===== src/rtl/uart_tx_arbiter.sv =====
// Round-robin scheduler sharing one UART transmitter between NREQ byte producers.
// Latency: uart_start rises 1 cycle after req is seen; grant_ack pulses 1 cycle after uart_busy falls.
// Backpressure: no grant while uart_busy is high; requesters hold req and data until their grant_ack.
module uart_tx_arbiter #(
    parameter int NREQ          = 4,
    parameter int n             = 8,
    parameter int START_TIMEOUT = 65535
) (
    input  logic                      clk,
    input  logic                      rst_n,
    input  logic [NREQ-1:0]           req,
    input  logic [NREQ*n-1:0]         req_data,
    output logic [NREQ-1:0]           grant_ack,
    output logic                      timeout_err,
    output logic                      busy,
    output logic [$clog2(NREQ)-1:0]   active_id,
    output logic                      uart_start,
    output logic [n-1:0]              uart_data,
    input  logic                      uart_busy
);

    localparam int IDW = $clog2(NREQ);
    localparam int CW  = $clog2(START_TIMEOUT + 1);
    localparam logic [CW-1:0]  CNT_MAX  = CW'(START_TIMEOUT);
    localparam logic [IDW-1:0] LAST_RST = IDW'(NREQ - 1);

    typedef enum logic [1:0] {
        IDLE,
        START,
        WAIT_DONE,
        ACK
    } state_t;

    state_t            state, state_nxt;
    logic [IDW-1:0]    last, last_nxt;
    logic [CW-1:0]     cnt, cnt_nxt;
    logic [IDW-1:0]    id_nxt;
    logic [n-1:0]      data_nxt;
    logic              start_nxt;
    logic [NREQ-1:0]   ack_nxt;
    logic              to_nxt;
    logic              busy_nxt;

    logic              win_found;
    logic [IDW-1:0]    win_id;
    logic [IDW-1:0]    cand;

    // Round-robin pick: scan from the requester after the last one served.
    always_comb begin
        win_found = 1'b0;
        win_id    = '0;
        cand      = '0;
        for (int k = 1; k <= NREQ; k++) begin
            cand = IDW'((int'(last) + k) % NREQ);
            if (!win_found && req[cand]) begin
                win_found = 1'b1;
                win_id    = cand;
            end
        end
    end

    // Next-state and next-output logic for the grant / start / wait / ack sequence.
    always_comb begin
        state_nxt = state;
        last_nxt  = last;
        cnt_nxt   = cnt;
        id_nxt    = active_id;
        data_nxt  = uart_data;
        start_nxt = uart_start;
        ack_nxt   = '0;
        to_nxt    = 1'b0;
        case (state)
            IDLE: begin
                // A busy UART here is a frame we did not start; wait for it to end.
                if (win_found && !uart_busy) begin
                    id_nxt    = win_id;
                    data_nxt  = req_data[int'(win_id)*n +: n];
                    start_nxt = 1'b1;
                    cnt_nxt   = '0;
                    state_nxt = START;
                end
            end
            START: begin
                cnt_nxt = (cnt == CNT_MAX) ? cnt : cnt + CW'(1);
                if (uart_busy) begin
                    start_nxt = 1'b0;
                    state_nxt = WAIT_DONE;
                end else if (cnt == CNT_MAX) begin
                    // Give up; the requester goes to the back of the rotation.
                    start_nxt = 1'b0;
                    to_nxt    = 1'b1;
                    last_nxt  = active_id;
                    state_nxt = IDLE;
                end
            end
            WAIT_DONE: begin
                if (!uart_busy) begin
                    ack_nxt[active_id] = 1'b1;
                    state_nxt          = ACK;
                end
            end
            ACK: begin
                last_nxt  = active_id;
                state_nxt = IDLE;
            end
            default: state_nxt = IDLE;
        endcase
        busy_nxt = (state_nxt != IDLE);
    end

    // State and registered outputs.
    always_ff @(posedge clk) begin
        if (!rst_n) begin
            state       <= IDLE;
            last        <= LAST_RST;
            cnt         <= '0;
            active_id   <= '0;
            uart_data   <= '0;
            uart_start  <= 1'b0;
            grant_ack   <= '0;
            timeout_err <= 1'b0;
            busy        <= 1'b0;
        end else begin
            state       <= state_nxt;
            last        <= last_nxt;
            cnt         <= cnt_nxt;
            active_id   <= id_nxt;
            uart_data   <= data_nxt;
            uart_start  <= start_nxt;
            grant_ack   <= ack_nxt;
            timeout_err <= to_nxt;
            busy        <= busy_nxt;
        end
    end

endmodule


===== config.mk =====
export PLATFORM = sky130hd
export DESIGN_NAME = uart_tx_arbiter
export DESIGN_NICKNAME = d
export VERILOG_FILES = /design/src/rtl/uart_tx_arbiter.sv
export SDC_FILE = /design/constraint.sdc
export NUM_CORES = 1
export LEC_CHECK = 0
export ABC_AREA = 1
export CORE_MARGIN = 2
export CORE_UTILIZATION = 45
export DETAILED_ROUTE_END_ITERATION = 10
export PLACE_DENSITY = 0.74
export SYNTH_ARGS = -nofsm -noshare
export SYNTH_HDL_FRONTEND = slang
export SYNTH_SLANG_ARGS = --single-unit

===== constraint.sdc =====
create_clock -name clk -period 1.8 [get_ports clk]
set_clock_uncertainty 0.1 [all_clocks]
set_input_delay 0.45 -clock clk [delete_from_list [all_inputs] [get_ports clk]]
set_output_delay 0.45 -clock clk [all_outputs]
set_load 0.01 [all_outputs]

==> flow_results.org <==
** Route
- After detailed routing, the average wire length per cell comes to 13.9 µm.
- Dividing the detail-routed via count by the number of cells gives 5.24.
- Post-route antenna net violation count :: 0
- The first detailed-routing pass ran for 4 iterations.
- The routed design has 7730 µm of wire.
- Violation count after the first detailed-route iteration :: 146
- Total number of vias :: 2,912
- Post-route DRC violation count :: 0

** Flow run
- Max-cap violations in this run came to 0.

** Setup path
- For the worst setup path, the data arrival time is 1.97 ns.
- For the worst setup path, the data required time is roughly 1.9 ns.
- The critical path contains buffers and inverters numbering 2 combined.
- Critical path peak fanout :: 7
- CP cell instances :: buf_6 > nand2_2 > nand2_2 > nand2_2 > nand2_4 > nor2_4 > nand3_4 > bufbuf_16 > nand4_1 > nand3_1 > nand2_1 > nand2_2 > nand2_1
- STA classifies the critical path endpoint as a register.
- Most Frequent Cell on Critical Path :: nand2_2
- On the worst path, the slowest cell contributes a delay of 0.41 ns.
- Grouping stages by cell kind, the critical path spends the most delay in simple AND/OR/NAND/NOR gates.
- The worst setup path is launched from a register.
- The setup path with the least slack is of type register to register.
- The slowest stage of the critical path is the dfxtp_4 cell.

** Die
- Starting density of the core :: 0.468
- Horizontal die dimension :: 76.9 µm
- Die Footprint :: ~5900 µm²
- Die height :: between 70 and 80 µm
- 56 I/O pins were placed.
- After floorplanning, the core was divided into 26 placement rows.
- Core area :: 5110 µm²

** Placed design
- Counting tap cells, the placed design contains a total of roughly 540 instances.
- At the placement stage, the worst setup path has a slack of -0.537 ns.
- Routability-driven placement finished with a final weighted congestion of 0.975.
- Number of buffer cells added on primary ports :: 55
- Standard cell area after detailed placement :: 3350 µm²
- Detailed-placement wirelength estimate :: around 5100 µm

** CTS
- Clock input transition at the sequential cells of the worst setup and hold paths :: 0.07 ns
- Cell chosen for the clock root :: clkbuf_8
- Total clock buffers created by CTS :: 5
- Worst-Skew Late Latency :: 0.29 ns
- Largest buffer count on any clock path :: 2
- The H-tree generated during clock tree synthesis spans 2 levels.
- Clock Sinks :: 37
- # hold bufs at CTS :: 0
- TritonCTS built the clock tree.

** Final layout
- Area growth from synthesis to layout :: 58.5%
- After the last flow step, the layout net total stands at 525.
- Summing all non-filler instances in the final layout gives an area of around 3800 µm².
- The repair_antennas step left the layout with diodes totalling 0.
- Layout Cells excl Fill :: between 500 and 600
- In the final layout, the share of cells above drive strength 1 is 0.263.
- Filler instances :: 396
- Final core utilization :: 0.741

** STA
- Final number of hold-violating endpoints :: 0
- Highest attainable clock frequency :: 529 MHz
- RSZ-0062 raised after global routing :: true
- Final critical path time including I/O delays and setup :: 1.89 ns
- Final worst hold slack :: around 0.35 ns
- Tightest Pin Transition :: 0.258 ns
- Setup violations remaining at the end of the flow were counted as 26.
- The count of final max-slew check failures came to 0.
- After layout, the worst setup slack is -0.0895 ns.
- Of the available clock period, the critical path in the final layout requires 1.05.
- In this run the tightest slew margin relative to its limit is 0.827.

** Yosys
- Synth warn :: 0
- Flip-flop and latch count after synthesis :: 37
- Counting every net in the synthesized netlist gives 419.
- Synthesized area per cell :: 6.30 µm²
- Count of unique library cells instantiated by Yosys :: 34
- Of the synthesized area, sequential elements account for 0.310.
- Cells after synthesis :: roughly 380
- Post-Synthesis Cell Area :: 2390 µm²

** GRT
- Pin count of the biggest net entering global routing :: 14
- The first global-routing pass estimated 12,600 µm of wire.
- Total overflow reported by the global router :: 0
- Number of antenna violations at the first check in global routing :: 0
- In the global route stage, overall resource usage came out at 0.255.
- The number of global-route vias before repair came to 2,779.

** Power
- Power spread over the standard cell area amounts to 588 nW/µm².
- The analysis attributes to cell leakage a power of 1.74 nW.
- Highest ir drop seen on vdd :: 0.437 mV

** Outcome
- The final reports fail on negative setup slack.
- Outcome :: finished, violations left

** Worst hold path
- Path class of the lowest-slack min-delay path :: register to register
==> final timing paths <==
check / to / slack [ns] / startpoint / cells after the start
setup / recovery: uart_data[5] / -0.09 / last[0] / 13
hold / removal: uart_data[0] / 0.35 / uart_data[0] / 2
setup reg to reg: uart_data[5] / -0.09 / last[0] / 13
hold reg to reg: uart_data[0] / 0.35 / uart_data[0] / 2
==> cells by family after synthesis <==
group	count (synthesis)	share of synthesized area
and+or+nand+nor	232	0.466
buffers and inverters	71	0.123
DFF	37	0.310
AOI/OAI and AO/OA	30	0.0670
xor gates and xnor gates	8	0.0293
adders and majority gates	1	0.00524
==> state kept, by name, indices dropped and copies added (netlist names) <==
name,count
cnt,16
uart_start,1
active_id,2
state,2
busy,1
uart_data,8
last,2
grant_ack,4
timeout_err,1
==> report_power, final <==
part           internal (mW)  switching, mW  total (mW)
clock network          0.268          0.289       0.557
logic                  0.381          0.399       0.780
registers              0.861         0.0269       0.888
total                   1.51          0.715        2.22
==> worst min-delay path: cells and delay by family (launching register included) <==
| kind | cells | cell delay, ns |
|---|---|---|
| simple gates | 2 | 0.10 |
| flops | 1 | 0.31 |
==> repair_timing <==
item	in CTS	in global routing
pin swaps	20	9
cloned	3	0
setup endpoints to repair	29	32
resized for setup	33	35
buffers inserted	8	1
==> cells in the mapped netlist, drive strengths merged <==
cell / instances / area (µm²)
or2: 3 / 18.8
nand3b: 1 / 7.51
dfxtp: 37 / 741
clkbuf: 2 / 7.51
nand2: 120 / 478
nor2: 22 / 100
ha: 1 / 12.5
o211ai: 3 / 22.5
a31oi: 2 / 12.5
nand3: 52 / 303
xnor2: 2 / 17.5
nor4: 1 / 6.26
inv: 60 / 228
buf: 7 / 50.1
nor3: 11 / 60.1
clkinv: 2 / 7.51
nor3b: 1 / 7.51
nand4: 21 / 131
o21ai: 5 / 25.0
a21oi: 20 / 100
xor2: 6 / 52.6
==> placed cells by master (no fill, tap or decap), drive strengths merged, types with 2 or more instances in the layout <==
cell type and n:
clkbuf 6, dfxtp 37, nor3 11, or2 3, inv 60, a21oi 20, a31oi 2, xnor2 2
xor2 6, clkdlybuf4s50 48, nand4 21, o211ai 3, dlymetal6s2s 2, dlygate4sd2 5, o21ai 5, nand3 53
clkinv 4, buf 51, nor2 22, nand2 120
==> layer usage <==
metal  track usage  part of all wire  vias to the layer above
met1         0.322              0.42                     1326
met4        0.0709             0.013                        0
met3        0.0494             0.078                       13
met2         0.441              0.48                      130
li1              -                 -                     1443
met5             0                 0                        -
==> through the flow <==
stage | power (mW) | TNS [ns]
floorplan | 1.23 | 0
global placement | 1.55 | -13.36
detailed placement | 1.56 | -13.70
CTS | 2.19 | -0.0855
global route | 2.35 | -4.30
finish | 2.22 | -0.992
==> cell type report <==
class,count,area [µm²],area share
multi-input cells,272,1540,0.407
inverters,62,238,0.0628
clock inverters,2,10.0,0.00264
clock buffers,6,72.6,0.0192
flip-flops and latches,37,747,0.197
well taps,70,87.6,0.0231
repair buffers,107,1090,0.288
(Power assumes the default switching activity.)
